`config.mk`:
```
export PLATFORM = sky130hd
export DESIGN_NAME = mem_arbiter
export DESIGN_NICKNAME = d
export VERILOG_FILES = /design/src/rtl/mem_arb_pkg.sv /design/src/rtl/arb_lat_cnt.sv /design/src/rtl/mem_arbiter.sv
export SDC_FILE = /design/constraint.sdc
export NUM_CORES = 1
export LEC_CHECK = 0
export ABC_AREA = 1
export CAP_MARGIN = 5
export CORE_ASPECT_RATIO = 0.7
export CORE_MARGIN = 5
export CORE_UTILIZATION = 35
export CTS_CLUSTER_SIZE = 20
export DETAILED_ROUTE_END_ITERATION = 16
export GPL_TIMING_DRIVEN = 0
export HOLD_SLACK_MARGIN = 0.05
export PLACE_DENSITY = 0.68
export SLEW_MARGIN = 20
export SYNTH_ARGS = -nofsm -noshare
export SYNTH_HDL_FRONTEND = slang
export SYNTH_SLANG_ARGS = --single-unit
```
`constraint.sdc`:
```
create_clock -name clk -period 1.96 [get_ports clk]
set_clock_uncertainty 0.2 [all_clocks]
set_input_delay 0.392 -clock clk [delete_from_list [all_inputs] [get_ports clk]]
set_output_delay 0.392 -clock clk [all_outputs]
set_load 0.02 [all_outputs]
```
`src/rtl/mem_arb_pkg.sv`:
```
// Shared types and default sizing for the instruction/data memory arbiter.
package mem_arb_pkg;

    typedef enum logic [1:0] {
        IDLE  = 2'd0,
        SERVE = 2'd1,
        ACK   = 2'd2
    } state_t;

    typedef enum logic {
        OWN_I = 1'b0,
        OWN_D = 1'b1
    } owner_t;

    localparam int DEF_ADDR_W       = 16;
    localparam int DEF_DATA_W       = 16;
    localparam int DEF_MEM_LAT      = 4;
    localparam int DEF_MAX_D_STREAK = 3;

    // Bits needed to hold the values 0..max_val (never less than one bit).
    function automatic int cnt_w(input int max_val);
        return (max_val < 2) ? 1 : $clog2(max_val + 1);
    endfunction

endpackage

```
`src/rtl/arb_lat_cnt.sv`:
```
// Small up counter with clear and a terminal flag. At MAX it either wraps
// to zero (serve-latency timer) or sticks (data-grant streak counter).
module arb_lat_cnt
    import mem_arb_pkg::*;
#(
    parameter int MAX = 3,
    parameter bit SAT = 1'b1
) (
    input  logic clk,
    input  logic rst_n,
    input  logic clr,
    input  logic inc,
    output logic done
);

    localparam int W = cnt_w(MAX);

    logic [W-1:0] cnt;

    // Clear has priority over increment; at MAX saturate or wrap.
    always_ff @(posedge clk or negedge rst_n) begin
        if (!rst_n) begin
            cnt <= '0;
        end else if (clr) begin
            cnt <= '0;
        end else if (inc) begin
            if (cnt == W'(MAX)) begin
                cnt <= SAT ? cnt : '0;
            end else begin
                cnt <= cnt + 1'b1;
            end
        end
    end

    assign done = (cnt == W'(MAX));

endmodule

```
`src/rtl/mem_arbiter.sv`:
```
// Arbiter sharing one single-ported memory between instruction fetch and
// data access. One transaction at a time: grant in IDLE, hold address and
// control for MEM_LAT cycles, pulse the owner's ack, return to IDLE.
module mem_arbiter
    import mem_arb_pkg::*;
#(
    parameter int ADDR_W       = DEF_ADDR_W,
    parameter int DATA_W       = DEF_DATA_W,
    parameter int MEM_LAT      = DEF_MEM_LAT,
    parameter int MAX_D_STREAK = DEF_MAX_D_STREAK
) (
    input  logic              clk,
    input  logic              rst_n,
    input  logic              hlt,
    input  logic              i_req,
    input  logic [ADDR_W-1:0] i_addr,
    output logic              i_ack,
    output logic [DATA_W-1:0] i_rdata,
    input  logic              d_req,
    input  logic              d_we,
    input  logic [ADDR_W-1:0] d_addr,
    input  logic [DATA_W-1:0] d_wdata,
    output logic              d_ack,
    output logic [DATA_W-1:0] d_rdata,
    output logic              mem_re,
    output logic              mem_we,
    output logic [ADDR_W-1:0] mem_addr,
    output logic [DATA_W-1:0] mem_wdata,
    input  logic [DATA_W-1:0] mem_rdata,
    output logic              idle
);

    state_t state;
    owner_t owner;

    logic fetch_ok;
    logic streak_full;
    logic lat_done;
    logic grant_d;
    logic grant_i;
    logic streak_clr;
    logic streak_inc;

    // Data normally wins; fetch wins a tie once data has used up its streak.
    always_comb begin
        fetch_ok   = i_req & ~hlt;
        grant_d    = (state == IDLE) & d_req & ~(fetch_ok & streak_full);
        grant_i    = (state == IDLE) & fetch_ok & ~grant_d;
        streak_clr = (state == IDLE) & (~i_req | grant_i);
        streak_inc = grant_d & fetch_ok;
    end

    arb_lat_cnt #(
        .MAX (MEM_LAT - 1),
        .SAT (1'b0)
    ) u_lat_cnt (
        .clk   (clk),
        .rst_n (rst_n),
        .clr   (state != SERVE),
        .inc   (state == SERVE),
        .done  (lat_done)
    );

    arb_lat_cnt #(
        .MAX (MAX_D_STREAK),
        .SAT (1'b1)
    ) u_streak_cnt (
        .clk   (clk),
        .rst_n (rst_n),
        .clr   (streak_clr),
        .inc   (streak_inc),
        .done  (streak_full)
    );

    // Transaction FSM; memory controls, acks and read-data captures are all registered here.
    always_ff @(posedge clk or negedge rst_n) begin
        if (!rst_n) begin
            state     <= IDLE;
            owner     <= OWN_I;
            i_ack     <= 1'b0;
            i_rdata   <= '0;
            d_ack     <= 1'b0;
            d_rdata   <= '0;
            mem_re    <= 1'b0;
            mem_we    <= 1'b0;
            mem_addr  <= '0;
            mem_wdata <= '0;
            idle      <= 1'b1;
        end else begin
            case (state)
                IDLE: begin
                    if (grant_d || grant_i) begin
                        state     <= SERVE;
                        owner     <= grant_d ? OWN_D : OWN_I;
                        mem_re    <= grant_d ? ~d_we : 1'b1;
                        mem_we    <= grant_d & d_we;
                        mem_addr  <= grant_d ? d_addr : i_addr;
                        mem_wdata <= grant_d ? d_wdata : '0;
                        idle      <= 1'b0;
                    end
                end
                SERVE: begin
                    if (lat_done) begin
                        state     <= ACK;
                        mem_re    <= 1'b0;
                        mem_we    <= 1'b0;
                        mem_addr  <= '0;
                        mem_wdata <= '0;
                        if (owner == OWN_I) begin
                            i_ack   <= 1'b1;
                            i_rdata <= mem_rdata;
                        end else begin
                            d_ack <= 1'b1;
                            if (mem_re) begin
                                d_rdata <= mem_rdata;
                            end
                        end
                    end
                end
                ACK: begin
                    state <= IDLE;
                    i_ack <= 1'b0;
                    d_ack <= 1'b0;
                    idle  <= 1'b1;
                end
                default: begin
                    state <= IDLE;
                    idle  <= 1'b1;
                end
            endcase
        end
    end

endmodule

```
==> results of run 1 <==
[metrics by stage]
stage	total power, W	setup WS (ns)	util	TNS [ns]	cells
2_1_floorplan	0.00462	0.339	-	0	362
3_3_place_gp	0.00642	-2.31	0.543	-180.38	620
3_5_place_dp	0.00650	-0.314	0.545	-6.88	621
4_1_cts	0.00845	0.0286	0.587	0	638
5_1_grt	0.00893	0.00114	0.591	0	638
6_report	0.00835	0.0443	0.591	0	638
[registers in the layout, summed over array words and instances (netlist names), 2 cells and up]
| register | count |
|---|---|
| state | 2 |
| u_streak_cnt.cnt | 2 |
| mem_wdata | 16 |
| mem_addr | 16 |
| d_rdata | 16 |
| u_lat_cnt.cnt | 2 |
| i_rdata | 16 |
[synth_stat cells]
cell,number
a21oi_1,16
buf_2,8
buf_4,1
buf_6,2
clkbuf_1,2
dfrtp_1,75
dfstp_2,1
ha_1,2
inv_1,28
inv_2,4
nand2_1,140
nand2_2,2
nand2_4,1
nand3_1,21
nand4_1,1
nor2_1,21
nor2_2,1
nor2_4,2
o21ai_0,17
o21ai_1,17
[where the power goes]
| part | switching, W | internal, W |
|---|---|---|
| clock network | 0.000654 | 0.00125 |
| registers | 0.000374 | 0.00227 |
| logic | 0.00211 | 0.00169 |
[per-layer routing]
metal,vias to the layer above,global-route usage
met5,-,0
met4,0,0.0452
met3,7,0.0550
met2,100,0.268
met1,1338,0.231
li1,1431,-
[repair_timing]
| action | in CTS | in global routing |
|---|---|---|
| endpoints found under the setup margin | 3 | 47 |
| gates cloned | 0 | 0 |
| gates resized for setup | 2 | 10 |
| hold buffers | 1 | 0 |
| hold endpoints to repair | 18 | 0 |
[logic make-up (layout without fill, tap and decap cells)]
kind of cell	count (synthesis)	after routing	synth area share
DFF	76	76	0.605
AOI/OAI and AO/OA	50	50	0.0796
and+or+nand+nor	189	189	0.244
adders and majority gates	2	2	0.00796
buffers and inverters	45	201	0.0629
[worst reg2reg max path: stages (launching register included)]
cell and delay (ns):
dfrtp_1 0.40, ha_1 0.23, nand3_2 0.15, nand3_2 0.12, clkbuf_2 0.22, o21ai_0 0.21
nand2_1 0.08
[path summary, 6_finish.rpt]
path | end | slack [ns] | cells after the start
worst max-delay path | mem_addr[2] | 0.04 | 1
worst min-delay path | u_lat_cnt.cnt[0] | 0.24 | 1
worst max register to register | mem_addr[5] | 0.22 | 6
worst min register to register | u_lat_cnt.cnt[0] | 0.24 | 1
max in group asynchronous | idle | 0.68 | 3
min in group asynchronous | i_rdata[13] | 0.28 | 2
[final cells by class]
type | count | area [um2] | area share
plain buffers | 13 | 80.1 | 0.0157
flip-flops and latches | 76 | 1900 | 0.374
clock inverters | 7 | 125 | 0.0246
well taps | 120 | 150 | 0.0295
repair buffers | 140 | 1420 | 0.279
clock buffers | 9 | 225 | 0.0442
inverters | 32 | 120 | 0.0236
multi-input cells | 241 | 1070 | 0.209
==> out/results.tsv, run 1 <==
stage	metric	value	unit
sta	max_slew_margin	0.806	
floorplanning	die_w	123	um
synthesis	synth_cells	362	
clock_tree	worstSkewPairLatency	0.33	ns
clock_tree	root_buffer	clkbuf_16	
critical_path	critPathBufInv	1	
sta	whs	0.239	ns
global_routing	grt_max_degree	59	
synthesis	synth_top_area_frac	0.597	
final_layout	area_growth	61.9	%
drt	drt_wl_total	8.86	mm
final_layout	finish.net_count	585	
critical_path	start_kind	flip-flop	
floorplanning	dieArea	0.0110	mm2
sta	period_minus_slack	1.92	ns
drt	routed.top_layer	met4	
final_layout	antenna_cells	0	
clock_tree	cts_inserted_buffers	9	
floorplanning	coreArea	0.00862	mm2
sta	hold_viol_final	0	
sta	setup_viol_count_final	0	
synthesis	synth_area_leader_cell	dfrtp_1	
sta	worstMarginPinSlew	0.292	ns
critical_path	critPathCaptureType	output pin	
synthesis	syn_avg_cell_area	8.69	um2
worst_hold_path	min_from	u_lat_cnt.cnt[0]	
drt	avgViaCountPerCell	4.51	
synthesis	synthesis.area	0.00314	mm2
critical_path	required	1.37	ns
synthesis	ys_top_cells_by_area	dfrtp_1, nand2_1, inv_1	
global_routing	grt-ovfl-total	0	
final_layout	mostFrequentLayoutCells	nand2_1, clkdlybuf4s50_1, dfrtp_1	
drt	wl_met3	654	um
drt	dr_wl_met2	4.04	mm
clock_tree	cts.sinks	76	
worst_hold_path	worst_hold_path_type	reg2reg	
drt	drtAntennaViolNets	0	
clock_tree	post_cts_buffers	0	
global_routing	grt_pass1_vias	2962	
placement	gp_congestion	0.825	
drt	vias	2876	
final_layout	drive_above_1_share	0.0888	
sta	min_period_over_period	0.977	
status	status	completed	
global_routing	grt_antenna_before_repair	0	
clock_tree	clkSlewWorstSetupHoldPaths	0.06	ns
placement	post-dp-hpwl	6.78	mm
synthesis	yosys_warnings	0	
critical_path	critPathTopFamily	buffers and inverters	
synthesis	seq_area_frac_synth	0.605	
global_routing	grtUsageTotal	0.171	
power	p_per_area	1640	mW/mm2
drt	drt_iter0_drc	187	
placement	io_buffers	138	
power	p_leak	2.50	nW
critical_path	crit_arrival	1.32	ns
final_layout	n_fill_cell	794	
drt	dr.pass1.iters	5	
clock_tree	htreeDepth	3	
critical_path	rr_startpoint	u_streak_cnt.cnt[0]	
drt	post-route-drc-count	0	
placement	dpl-instance-area	0.00470	mm2
synthesis	synth_fp_nets	434	
sta	finalMaxSlewViolations	0	
clock_tree	clk_path_buf_depth	2	
synthesis	ys_seq_elements	76	
floorplanning	row_count	28	
clock_tree	cts_tree	yes	
critical_path	crit_chain	clkdlybuf4s50_1	
final_layout	fin_area	0.00509	mm2
critical_path	crit_path_start	mem_addr[2]	
sta	rsz0062_at_grt	no	
run	drv_cap	0	
critical_path	crit_type	reg2out	
floorplanning	die_h	89.3	um
floorplanning	io_pins	139	
critical_path	cp_max_fo	2	
drt	post_drt_wl_per_cell	13.9	um
synthesis	ys_types	20	
drt	drt-met1-wl	4.10	mm
power	ir_worst_vdd	739	uV
critical_path	cpMaxStageDelayCell	clkdlybuf4s50_1	
critical_path	max_stage_delay	0.62	ns
floorplanning	start_util	0.365	
final_layout	final_common_cell	nand2_1	
global_routing	grt_pass1_wl	14.6	mm
sta	max_freq	522	MHz
No activity file was read; power rests on OpenSTA's default activity.
==> inputs of run 2 (changes only) <==
--- a/config.mk
+++ b/config.mk
@@ -6,7 +6,7 @@
 export NUM_CORES = 1
 export LEC_CHECK = 0
 export ABC_AREA = 1
-export CAP_MARGIN = 5
+export CAP_MARGIN = 20
 export CORE_ASPECT_RATIO = 0.7
 export CORE_MARGIN = 5
 export CORE_UTILIZATION = 35
==> constraint.sdc (replaced) <==
create_clock -name clk -period 2.4 [get_ports clk]
set_clock_uncertainty 0.2 [all_clocks]
set_input_delay 0.48 -clock clk [delete_from_list [all_inputs] [get_ports clk]]
set_output_delay 0.48 -clock clk [all_outputs]
set_load 0.02 [all_outputs]
==> out/results.tsv, run 2 (synthesized netlist as in run 1, its figures left out) <==
stage	metric	value	unit
critical_path	required	1.72	ns
floorplanning	die_h	89.3	um
sta	hold_viol_final	0	
final_layout	n_fill_cell	793	
global_routing	grt-ovfl-total	0	
placement	dpl.cell_count	621	
drt	dr.pass1.iters	5	
drt	avgViaCountPerCell	4.54	
clock_tree	htreeDepth	3	
sta	period_minus_slack	2.16	ns
final_layout	final_common_cell	nand2_1	
clock_tree	cts_tree	yes	
global_routing	grt_pass1_vias	2962	
critical_path	r2r_cells	6	
sta	whs	0.239	ns
critical_path	endpoint	idle	
run	drv_cap	0	
power	p_per_area	1350	mW/mm2
clock_tree	root_buffer	clkbuf_16	
sta	max_freq	464	MHz
clock_tree	worstSkewPairLatency	0.33	ns
critical_path	critPathCaptureType	output pin	
global_routing	gr-usage-met3	0.0550	
floorplanning	start_util	0.365	
sta	fin_ws	0.244	ns
power	p_leak	2.47	nW
sta	rsz0062_at_grt	no	
floorplanning	coreArea	0.00862	mm2
critical_path	cp_max_fo	2	
critical_path	start_kind	flip-flop	
critical_path	crit_arrival	1.48	ns
critical_path	crit_chain	clkdlybuf4s50_1	
final_layout	drive_above_1_share	0.0772	
critical_path	max_stage_delay	0.62	ns
critical_path	crit_path_start	idle	
floorplanning	die_w	123	um
floorplanning	dieArea	0.0110	mm2
clock_tree	cts_hold_buf	1	
clock_tree	cts_inserted_buffers	9	
placement	post-dp-hpwl	6.78	mm
critical_path	critPathBufInv	1	
drt	post_drt_wl_per_cell	14.0	um
global_routing	gr-max-usage-layer	met2	
floorplanning	io_pins	139	
critical_path	cpMaxStageDelayCell	clkdlybuf4s50_1	
global_routing	use_met1	0.231	
critical_path	cp.depth	1	
critical_path	crit_type	reg2out	
worst_hold_path	holdPathStages	1	
clock_tree	cts_resized	0	
sta	max_slew_margin	0.665	
drt	vias	2894	
global_routing	grt_max_degree	59	
critical_path	critPathTopFamily	buffers and inverters	
drt	drtAntennaViolNets	0	
sta	worstMarginPinSlew	0.502	ns
clock_tree	clk_path_buf_depth	2	
sta	min_period_over_period	0.898	
status	status	completed	
global_routing	grtUsageTotal	0.171	
sta	setup_viol_count_final	0	
clock_tree	clkSlewWorstSetupHoldPaths	0.07	ns
clock_tree	cts.sinks	76	
drt	drt_iter0_drc	227	
final_layout	mostFrequentLayoutCells	nand2_1, clkdlybuf4s50_1, dfrtp_1	
drt	post-route-drc-count	0	
final_layout	area_growth	61.0	%
placement	post-place-ws	0.0382	ns
global_routing	grt_pass1_wl	14.6	mm
global_routing	grt_antenna_before_repair	0	
final_layout	finish.net_count	585	
placement	io_buffers	138	
critical_path	regToRegSetupSlack	0.39	ns
worst_hold_path	worst_hold_path_type	reg2reg	
global_routing	met2_usage	0.268	
placement	gp_congestion	0.825	
drt	drt_wl_total	8.91	mm
final_layout	instances_no_fill	638	
final_layout	antenna_cells	0	
critical_path	rr_startpoint	u_streak_cnt.cnt[0]	
clock_tree	post_cts_buffers	0	
power	ir_worst_vdd	604	uV
critical_path	r2r_end	mem_addr[7]	
sta	finalMaxSlewViolations	0	
floorplanning	row_count	28	
run 2: worst min-delay path by stage:
stage                startpoint                to  slack, ns
2_1_floorplan             rst_n             d_ack      -0.02
3_3_place_gp   u_lat_cnt.cnt[0]  u_lat_cnt.cnt[0]       0.22
3_5_place_dp              rst_n       i_rdata[13]       0.18
4_1_cts        u_lat_cnt.cnt[0]  u_lat_cnt.cnt[0]       0.25
5_1_grt            mem_addr[15]      mem_addr[15]       0.30
6_report       u_lat_cnt.cnt[0]  u_lat_cnt.cnt[0]       0.24
run 2: report_power, final:
part	internal (W)	leakage, nW	total (W)	switching (W)
sequential	0.00185	0.922	0.00216	0.000309
combinational	0.00138	1.38	0.00309	0.00171
clock	0.00102	0.170	0.00156	0.000534
run 2: metrics by stage:
stage	utilization	TNS (ns)	total power (W)	area [um2]
CTS	0.587	0	0.00690	5060
global route	0.587	0	0.00728	5060
finish	0.587	0	0.00681	5060
detailed placement	0.545	0	0.00531	4700
floorplan	-	0	0.00377	3140
global placement	0.543	-147.09	0.00524	4680
run 2: area by class of cell:
type / count / area, um2 / area share
Clock inverter: 7 / 125 / 0.0247
Buffer: 13 / 77.6 / 0.0153
Tap cell: 120 / 150 / 0.0297
Clock buffer: 9 / 225 / 0.0445
Timing Repair Buffer: 140 / 1420 / 0.280
Sequential cell: 76 / 1900 / 0.376
Inverter: 32 / 120 / 0.0237
Multi-Input combinational cell: 241 / 1040 / 0.206
run 2: metal layers:
metal,share of wire,vias to the layer above
met3,0.075,7
met2,0.46,103
met5,0,-
met4,0.0081,0
met1,0.46,1352
li1,-,1432
